## config.mk

```make
export PLATFORM = sky130hd
export DESIGN_NAME = icm_lookup_arbiter_flat
export DESIGN_NICKNAME = d
export VERILOG_FILES = /design/src/rtl/icm_lookup_arbiter_if.sv /design/src/rtl/icm_lookup_arbiter.sv /design/src/flat_wrapper.sv
export SDC_FILE = /design/constraint.sdc
export NUM_CORES = 1
export LEC_CHECK = 0
export ABC_AREA = 1
export CELL_PAD_IN_SITES_DETAIL_PLACEMENT = 1
export CELL_PAD_IN_SITES_GLOBAL_PLACEMENT = 1
export CORE_ASPECT_RATIO = 0.8
export CORE_MARGIN = 2
export CORE_UTILIZATION = 15
export CTS_BUF_LIST = sky130_fd_sc_hd__clkbuf_4
export DETAILED_ROUTE_END_ITERATION = 8
export HOLD_SLACK_MARGIN = 0.02
export PLACE_DENSITY_LB_ADDON = 0.1
export REMOVE_ABC_BUFFERS = 1
export SYNTH_ARGS = -nofsm -noshare
export SYNTH_HDL_FRONTEND = slang
export SYNTH_SLANG_ARGS = --single-unit
```

## constraint.sdc

```tcl
create_clock -name clk -period 2.3 [get_ports clk]
set_input_delay 0.345 -clock clk [delete_from_list [all_inputs] [get_ports clk]]
set_output_delay 0.345 -clock clk [all_outputs]
set_load 0.05 [all_outputs]
```

## src/rtl/icm_lookup_arbiter_if.sv

```systemverilog
// Requester/downstream bus bundle for icm_lookup_arbiter.
// master = arbiter view, slave = environment view (requesters plus ICM mapping table).
interface icm_lookup_arbiter_if #(
  parameter int unsigned IDX_W      = 16,
  parameter int unsigned ICM_ADDR_W = 64,
  parameter int unsigned PHY_ADDR_W = 64
);
  logic [1:0]            req_lookup_valid;
  logic [2*IDX_W-1:0]    req_lookup_head;
  logic [1:0]            req_lookup_ready;
  logic [1:0]            req_rsp_valid;
  logic [ICM_ADDR_W-1:0] req_rsp_icm_addr;
  logic [PHY_ADDR_W-1:0] req_rsp_phy_addr;
  logic [1:0]            req_rsp_ready;
  logic                  icm_mapping_lookup_valid;
  logic [IDX_W-1:0]      icm_mapping_lookup_head;
  logic                  icm_mapping_lookup_ready;
  logic                  icm_mapping_rsp_valid;
  logic [ICM_ADDR_W-1:0] icm_mapping_rsp_icm_addr;
  logic [PHY_ADDR_W-1:0] icm_mapping_rsp_phy_addr;
  logic                  icm_mapping_rsp_ready;

  modport master (
    input  req_lookup_valid, req_lookup_head, req_rsp_ready,
    input  icm_mapping_lookup_ready, icm_mapping_rsp_valid,
    input  icm_mapping_rsp_icm_addr, icm_mapping_rsp_phy_addr,
    output req_lookup_ready, req_rsp_valid, req_rsp_icm_addr, req_rsp_phy_addr,
    output icm_mapping_lookup_valid, icm_mapping_lookup_head, icm_mapping_rsp_ready
  );

  modport slave (
    output req_lookup_valid, req_lookup_head, req_rsp_ready,
    output icm_mapping_lookup_ready, icm_mapping_rsp_valid,
    output icm_mapping_rsp_icm_addr, icm_mapping_rsp_phy_addr,
    input  req_lookup_ready, req_rsp_valid, req_rsp_icm_addr, req_rsp_phy_addr,
    input  icm_mapping_lookup_valid, icm_mapping_lookup_head, icm_mapping_rsp_ready
  );
endinterface

```

## src/rtl/icm_lookup_arbiter.sv

```systemverilog
// Two-requester round-robin arbiter in front of the ICM mapping lookup; one lookup in flight.
// Optional response watchdog enabled by defining ICM_ARB_TIMEOUT_EN.
module icm_lookup_arbiter #(
  parameter int unsigned IDX_W          = 16,
  parameter int unsigned ICM_ADDR_W     = 64,
  parameter int unsigned PHY_ADDR_W     = 64,
  parameter int unsigned TIMEOUT_CYCLES = 1024
) (
  input  logic                 clk,
  input  logic                 rst,
  icm_lookup_arbiter_if.master bus,
  output logic                 busy,
  output logic                 timeout_err
);

  typedef enum logic [1:0] {IDLE, LOOKUP, WAIT_RSP} state_e;

  state_e           state_q, state_d;
  logic             owner_q, owner_d;
  logic [IDX_W-1:0] head_q, head_d;
  logic             last_q, last_d;
  logic             gnt;
  logic [IDX_W-1:0] gnt_head;
  logic             owner_rdy;
  logic             rsp_hs;
  logic             wd_expire;

  logic [ICM_ADDR_W-1:0] icm_addr;
  logic [PHY_ADDR_W-1:0] phy_addr;

  // Addresses are broadcast unconditionally; only the valid is routed to the owner.
  assign icm_addr             = bus.icm_mapping_rsp_icm_addr;
  assign phy_addr             = bus.icm_mapping_rsp_phy_addr;
  assign bus.req_rsp_icm_addr = icm_addr;
  assign bus.req_rsp_phy_addr = phy_addr;

  always_comb begin
    gnt = 1'b0;
    if (bus.req_lookup_valid == 2'b10)
      gnt = 1'b1;
    else if (bus.req_lookup_valid == 2'b11)
      gnt = ~last_q;
  end

  assign gnt_head  = gnt ? bus.req_lookup_head[IDX_W +: IDX_W]
                         : bus.req_lookup_head[0 +: IDX_W];
  assign owner_rdy = bus.req_rsp_ready[owner_q];
  assign rsp_hs    = (state_q == WAIT_RSP) && bus.icm_mapping_rsp_valid && owner_rdy;
  assign busy      = (state_q != IDLE);

`ifdef ICM_ARB_TIMEOUT_EN
  localparam int unsigned CNT_W = $clog2(TIMEOUT_CYCLES + 1);

  logic [CNT_W-1:0] wd_cnt_q;
  logic             timeout_q;

  // Expiry is detected in the cycle whose increment would reach the limit.
  assign wd_expire = (state_q == WAIT_RSP) && !rsp_hs &&
                     (wd_cnt_q == CNT_W'(TIMEOUT_CYCLES - 1));

  always_ff @(posedge clk) begin
    if (rst) begin
      wd_cnt_q  <= '0;
      timeout_q <= 1'b0;
    end else begin
      timeout_q <= wd_expire;
      if ((state_q != WAIT_RSP) || rsp_hs || wd_expire)
        wd_cnt_q <= '0;
      else
        wd_cnt_q <= wd_cnt_q + CNT_W'(1);
    end
  end

  assign timeout_err = timeout_q;
`else
  assign wd_expire   = 1'b0;
  assign timeout_err = 1'b0;
`endif

  always_ff @(posedge clk) begin
    if (rst) begin
      state_q <= IDLE;
      owner_q <= 1'b0;
      head_q  <= '0;
      last_q  <= 1'b1;
    end else begin
      state_q <= state_d;
      owner_q <= owner_d;
      head_q  <= head_d;
      last_q  <= last_d;
    end
  end

  always_comb begin
    state_d = state_q;
    owner_d = owner_q;
    head_d  = head_q;
    last_d  = last_q;
    bus.req_lookup_ready         = '0;
    bus.req_rsp_valid            = '0;
    bus.icm_mapping_lookup_valid = 1'b0;
    bus.icm_mapping_lookup_head  = '0;
    bus.icm_mapping_rsp_ready    = 1'b0;
    unique case (state_q)
      IDLE: begin
        if (|bus.req_lookup_valid) begin
          bus.req_lookup_ready[gnt] = 1'b1;
          owner_d = gnt;
          head_d  = gnt_head;
          state_d = LOOKUP;
        end
      end
      LOOKUP: begin
        bus.icm_mapping_lookup_valid = 1'b1;
        bus.icm_mapping_lookup_head  = head_q;
        if (bus.icm_mapping_lookup_ready)
          state_d = WAIT_RSP;
      end
      WAIT_RSP: begin
        bus.req_rsp_valid[owner_q] = bus.icm_mapping_rsp_valid;
        bus.icm_mapping_rsp_ready  = owner_rdy;
        if (rsp_hs || wd_expire) begin
          state_d = IDLE;
          last_d  = owner_q;
        end
      end
      default: state_d = IDLE;
    endcase
  end

endmodule

```

## src/flat_wrapper.sv

```systemverilog
// flat-port wrapper written by rule: the top's interface ports become plain ports
module icm_lookup_arbiter_flat 
#(
  parameter int unsigned IDX_W          = 16,
  parameter int unsigned ICM_ADDR_W     = 64,
  parameter int unsigned PHY_ADDR_W     = 64,
  parameter int unsigned TIMEOUT_CYCLES = 1024
)
  (clk, rst, busy, timeout_err, bus_req_lookup_valid, bus_req_lookup_head, bus_req_rsp_ready, bus_icm_mapping_lookup_ready, bus_icm_mapping_rsp_valid, bus_icm_mapping_rsp_icm_addr, bus_icm_mapping_rsp_phy_addr, bus_req_lookup_ready, bus_req_rsp_valid, bus_req_rsp_icm_addr, bus_req_rsp_phy_addr, bus_icm_mapping_lookup_valid, bus_icm_mapping_lookup_head, bus_icm_mapping_rsp_ready);
  icm_lookup_arbiter_if #(.IDX_W(IDX_W), .ICM_ADDR_W(ICM_ADDR_W), .PHY_ADDR_W(PHY_ADDR_W)) bus_i ();
  input  logic clk;
  input  logic rst;
  output logic busy;
  output logic timeout_err;
  input wire logic [$bits(bus_i.req_lookup_valid)-1:0] bus_req_lookup_valid;
  input wire logic [$bits(bus_i.req_lookup_head)-1:0] bus_req_lookup_head;
  input wire logic [$bits(bus_i.req_rsp_ready)-1:0] bus_req_rsp_ready;
  input wire logic [$bits(bus_i.icm_mapping_lookup_ready)-1:0] bus_icm_mapping_lookup_ready;
  input wire logic [$bits(bus_i.icm_mapping_rsp_valid)-1:0] bus_icm_mapping_rsp_valid;
  input wire logic [$bits(bus_i.icm_mapping_rsp_icm_addr)-1:0] bus_icm_mapping_rsp_icm_addr;
  input wire logic [$bits(bus_i.icm_mapping_rsp_phy_addr)-1:0] bus_icm_mapping_rsp_phy_addr;
  output wire logic [$bits(bus_i.req_lookup_ready)-1:0] bus_req_lookup_ready;
  output wire logic [$bits(bus_i.req_rsp_valid)-1:0] bus_req_rsp_valid;
  output wire logic [$bits(bus_i.req_rsp_icm_addr)-1:0] bus_req_rsp_icm_addr;
  output wire logic [$bits(bus_i.req_rsp_phy_addr)-1:0] bus_req_rsp_phy_addr;
  output wire logic [$bits(bus_i.icm_mapping_lookup_valid)-1:0] bus_icm_mapping_lookup_valid;
  output wire logic [$bits(bus_i.icm_mapping_lookup_head)-1:0] bus_icm_mapping_lookup_head;
  output wire logic [$bits(bus_i.icm_mapping_rsp_ready)-1:0] bus_icm_mapping_rsp_ready;
  assign bus_i.req_lookup_valid = bus_req_lookup_valid;
  assign bus_i.req_lookup_head = bus_req_lookup_head;
  assign bus_i.req_rsp_ready = bus_req_rsp_ready;
  assign bus_i.icm_mapping_lookup_ready = bus_icm_mapping_lookup_ready;
  assign bus_i.icm_mapping_rsp_valid = bus_icm_mapping_rsp_valid;
  assign bus_i.icm_mapping_rsp_icm_addr = bus_icm_mapping_rsp_icm_addr;
  assign bus_i.icm_mapping_rsp_phy_addr = bus_icm_mapping_rsp_phy_addr;
  assign bus_req_lookup_ready = bus_i.req_lookup_ready;
  assign bus_req_rsp_valid = bus_i.req_rsp_valid;
  assign bus_req_rsp_icm_addr = bus_i.req_rsp_icm_addr;
  assign bus_req_rsp_phy_addr = bus_i.req_rsp_phy_addr;
  assign bus_icm_mapping_lookup_valid = bus_i.icm_mapping_lookup_valid;
  assign bus_icm_mapping_lookup_head = bus_i.icm_mapping_lookup_head;
  assign bus_icm_mapping_rsp_ready = bus_i.icm_mapping_rsp_ready;
  icm_lookup_arbiter #(.IDX_W(IDX_W), .ICM_ADDR_W(ICM_ADDR_W), .PHY_ADDR_W(PHY_ADDR_W), .TIMEOUT_CYCLES(TIMEOUT_CYCLES)) u_core (.clk(clk), .rst(rst), .bus(bus_i), .busy(busy), .timeout_err(timeout_err));
endmodule
```

==> results.toml, run 1 <==
[drt]
drt_iter0_drc = 135
vias = 1769
wl_per_cell_um = 52.3
dr.pass1.iters = 4
drc = 0
vias_per_cell = 3.90
drt_wl_total_um = 23700
drt.antenna.violating_nets = 0

[synth]
yosys.area_share.adder_pct = 0
synthXorXnorAreaFrac_pct = 0
yosys_warnings = 0
ys_types = 16
synth-simple-area-share_pct = 21.1
synth_top_family_by_area = "buffers and inverters"
synth_compound_area_share_pct = 4.99
synth_mux_area_share_pct = 0
synth.cell_area_mm2 = 0.00216
syn-instance-count = 338
syn_avg_cell_area_um2 = 6.38
yosysSeqAreaShare_pct = 18.6
synth_seq_cells = 20

[timing]
holdWs_ps = 487
setup_viol = 0
fin_crit_ps = 2120
timing.final.crit_share_pct = 92.2
max_freq_ghz = 0.471
worst_pin_slew_ps = 504
hold_viol = 0
rsz0062_at_grt = "false"
slew_headroom_pct = 66.3
skew_ps = 3.46
slew_violations = 0
fin_ws_ps = 178

[placed_design]
port_buffers = 62
hpwlAfterDp_um = 22500
place.gp.congestion = 1.22
pre_cts_slack_ps = 275

[setup_path]
path_class = "reg2out"
crit_fanout = 3
cp-start-kind = "flop"
critPathCaptureType = "primary output"
crit_required_ps = 1960
crit_arrival_ps = 1780

[cells_and_area]
mostFrequentLayoutCells = "nor2_1, nand2_1, inv_1"
syn_to_final_growth_pct = -4.76
fin_util_pct = 14.5
drive_gt1_share_pct = 11.5
num_antenna_cells = 0
nets = 440
final_common_cell = "nor2_1"

[cts]
clockBufferDepth = 2
cts_made_buffers = 3
clk_latency_ps = 310
cts.sink_count = 20
cts_tree = "built"
cts_setup_buffers = 0
cts-root-buf = "clkbuf_4"
hold_buffers = 0
ctsResizeCount = 0
clkTransAtPathRegs_ps = 140
h-tree-depth = 1

[power]
power_uw = 1030
cellPowerDensity_mw_per_mm2 = 503
p_leak_uw = 0.000959
irDropWorstVdd_mv = 0.140

[grt]
grt_first_pass_wirelength_um = 28100
grt_usage_pct = 30.1
grt_use_met3_pct = 49.5
antenna_found_initial = 0
grt-busiest-layer = "met2"
grtUsageMet1_pct = 9.90
grt_overflow = 0
grt_pass1_vias = 1744
grtUsageMet2_pct = 54.9
grt_max_degree = 32

[floorplanning]
initial_utilization_pct = 15.2
die-area_mm2 = 0.0154
io-pin-count = 320
die_w_um = 138
core_area_mm2 = 0.0142
rows = 39
die_y_um = 111

[job]
max-cap-violations = 0

[status]
status = "complete, no violations"

[hold_path]
hp-class = "reg2reg"
-- Yosys cell counts, drive strengths merged --
master	count	area share [%]
buf	137	48
nor2	64	12
nand2	45	7.8
inv	43	7.5
dfxtp	20	19
o21ai	14	3.3
nand3	7	1.6
a21oi	6	1.4
conb	1	0.17
o21a	1	0.35
-- cells by family after synthesis --
kind of cell	Yosys count
compound gates	21
buf+inv	180
flops	20
other cells	1
simple gates	116
-- area by class of cell --
class / count / area (um^2)
Timing Repair Buffer: 66 / 673
Clock buffer: 3 / 22.5
Fill cell: 1728 / 12100
Sequential cell: 20 / 400
Multi-Input combinational cell: 138 / 566
Tap cell: 184 / 230
Inverter: 43 / 161
-- power breakdown --
group	leakage (uW)	internal, uW	switching [uW]
sequential	0.000166	387	21.7
combinational	0.000780	166	265
clock	0.0000138	61.3	132
-- state kept, by name, summed over array words and instances, names as in the netlist --
name            flops
u_core.head_q      16
u_core.state_q      2
u_core.last_q       1
u_core.owner_q      1
-- per-stage QoR --
step,cells,area (um^2),setup TNS [ps]
after floorplan,201,1130,-2140
after global placement,451,2030,0
after detailed placement,451,2030,0
after CTS,454,2050,0
after global routing,454,2050,0
final,454,2050,0
-- final timing paths --
kind	depth (start not counted)	slack [ps]	endpoint	start
max	3	180	busy	u_core.state_q[1]$_SDFFE_PP0P_
min	2	490	u_core.head_q[2]$_SDFFE_PP0P_	u_core.head_q[2]$_SDFFE_PP0P_
max reg2reg	7	850	u_core.head_q[8]$_SDFFE_PP0P_	u_core.state_q[0]$_SDFFE_PP0P_
min reg2reg	2	490	u_core.head_q[2]$_SDFFE_PP0P_	u_core.head_q[2]$_SDFFE_PP0P_
-- metal layers --
layer / up-vias / share of wire (%)
met5: - / 0.28
met4: 2 / 2.3
met3: 24 / 33
met2: 333 / 51
met1: 682 / 13
li1: 728 / -
-- worst max-delay path, cell delays in order (launching register included) --
cell and delay (ps):
dfxtp_1 370, inv_1 40, nand2_1 190, clkdlybuf4s50_1 850
(Power assumes the default switching activity.)
==> run 2, diff against run 1 <==
==> constraint.sdc (replaced) <==
create_clock -name clk -period 2.3 [get_ports clk]
set_input_delay 0.345 -clock clk [delete_from_list [all_inputs] [get_ports clk]]
set_output_delay 0.345 -clock clk [all_outputs]
set_load 0.1 [all_outputs]
==> run 2 against run 1 <==
Effect of this change: global-route usage increased by 0.16 points; worst setup slack improved by 48 ps; critical endpoint is now bus_req_lookup_ready[0]; highest routed layer unchanged; total power increased by 14%; fmax increased by 2.3%; sequential cell count unchanged; register-to-register slack improved by 40 ps; worst hold slack got worse by 5.4 ps; largest cell class unchanged; sequential power about the same; final cell count decreased by 0.22%; wire length about the same.
==> results.toml, run 2 (synthesized netlist as in run 1, its figures left out) <==
[cts]
clockBufferDepth = 2
hold_buffers = 0
clkTransAtPathRegs_ps = 140
clk_latency_ps = 320
cts.sink_count = 20
ctsResizeCount = 0
cts-root-buf = "clkbuf_4"
h-tree-depth = 1
cts_made_buffers = 3
cts_setup_buffers = 0
cts_tree = "built"

[placed_design]
port_buffers = 62
hpwlAfterDp_um = 22400
place.gp.congestion = 1.21
pre_cts_slack_ps = 219

[setup_path]
r2r_start = "u_core.state_q[0]$_SDFFE_PP0P_"
reg2reg_to = "u_core.head_q[10]$_SDFFE_PP0P_"
crit_fanout = 6
critPathCaptureType = "primary output"
crit_arrival_ps = 1730
path_class = "in2out"
cp-start-kind = "input pin"
regToRegSetupSlack_ps = 890
crit_required_ps = 1960
reg2reg_depth = 7

[timing]
slew_violations = 0
timing.final.crit_share_pct = 90.1
fin_ws_ps = 227
setup_viol = 0
fin_crit_ps = 2070
rsz0062_at_grt = "false"
max_freq_ghz = 0.482
hold_viol = 0
skew_ps = 5.44

[hold_path]
hold_depth = 2
min_from = "u_core.head_q[1]$_SDFFE_PP0P_"
hold-path-endpoint = "u_core.head_q[1]$_SDFFE_PP0P_"
hp-class = "reg2reg"

[floorplanning]
io-pin-count = 320
core_area_mm2 = 0.0142
die_w_um = 138
rows = 39
die-area_mm2 = 0.0154
die_y_um = 111
initial_utilization_pct = 15.2

[grt]
antenna_found_initial = 0
grt_first_pass_wirelength_um = 28200
grt_usage_pct = 30.2
grt_overflow = 0
grt_max_degree = 32
grt_pass1_vias = 1701

[drt]
drt.antenna.violating_nets = 0
drc = 0
drt_wl_total_um = 23700
vias = 1768
wl_per_cell_um = 52.4
dr.pass1.iters = 4
drt_iter0_drc = 111
vias_per_cell = 3.90

[cells_and_area]
syn_to_final_growth_pct = 3.37
num_antenna_cells = 0
fin_util_pct = 15.7
mostFrequentLayoutCells = "nor2_1, nand2_1, inv_1"
final_common_cell = "nor2_1"
top_register = "u_core.head_q"
top_regs = "u_core.head_q x16, u_core.state_q x2"
nets = 439
largest_reg_flops = 16
n_fill_cell = 1715
drive_gt1_share_pct = 11.9

[power]
cellPowerDensity_mw_per_mm2 = 527
irDropWorstVdd_mv = 0.143
p_leak_uw = 0.00100

[status]
status = "complete, no violations"

[job]
max-cap-violations = 0
## run 2: cell count changes in the layout (fill, tap and decap cells not counted), sizes merged
cell           delta
buf               +1
clkdlybuf4s50     -2
## run 2: cell type report
class	count	area (um^2)	area share, %
clock buffer	3	22.5	1.01
inverter	43	161	7.24
multi-input combinational	138	566	25.4
sequential	20	400	18.0
tap	184	230	10.3
timing repair buffer	65	848	38.1
## run 2: how the worst max path moves through the flow
stage | slack, ps | to | from | cells after the start
after floorplan | -1460 | bus_icm_mapping_lookup_head[0] | u_core.state_q[0]$_SDFFE_PP0P_ | 4
after global placement | 240 | bus_req_lookup_ready[0] | bus_req_lookup_valid[1] | 6
after detailed placement | 220 | bus_req_lookup_ready[0] | bus_req_lookup_valid[1] | 6
after CTS | 200 | bus_req_lookup_ready[0] | bus_req_lookup_valid[1] | 6
after global routing | 130 | bus_req_lookup_ready[0] | bus_req_lookup_valid[1] | 6
final | 230 | bus_req_lookup_ready[0] | bus_req_lookup_valid[1] | 6
## run 2: layer usage
| layer | vias up | part of all wire, % | GRT usage [%] |
|---|---|---|---|
| li1 | 725 | - | - |
| met1 | 691 | 12 | 9.34 |
| met2 | 316 | 51 | 54.7 |
| met3 | 32 | 34 | 50.2 |
| met4 | 4 | 3.0 | 7.41 |
| met5 | - | 0.48 | 6.25 |
## run 2: critical path, cell delays in order
cell             delay, ps
clkdlybuf4s50_1        580
nor2_2                  90
nor2_4                 110
inv_1                   90
a21oi_1                300
buf_12                 220
## run 2: power breakdown
| part | switching, uW | leakage (uW) | internal, uW | total, uW |
|---|---|---|---|---|
| combinational | 373 | 0.000821 | 200 | 573 |
| clock | 135 | 0.0000138 | 61.3 | 196 |
| sequential | 19.7 | 0.000166 | 387 | 407 |
| total | 527 | 0.00100 | 648 | 1180 |
## run 2: stage by stage
stage	power, uW	cell area [um^2]	TNS, ps	cells	hold slack (ps)
3_5_place_dp	994	2210	0	450	463
5_1_grt	1250	2230	0	453	513
6_report	1180	2230	0	453	481
4_1_cts	1210	2230	0	453	485
2_1_floorplan	749	1130	-26460	201	414
3_3_place_gp	994	2210	0	450	477
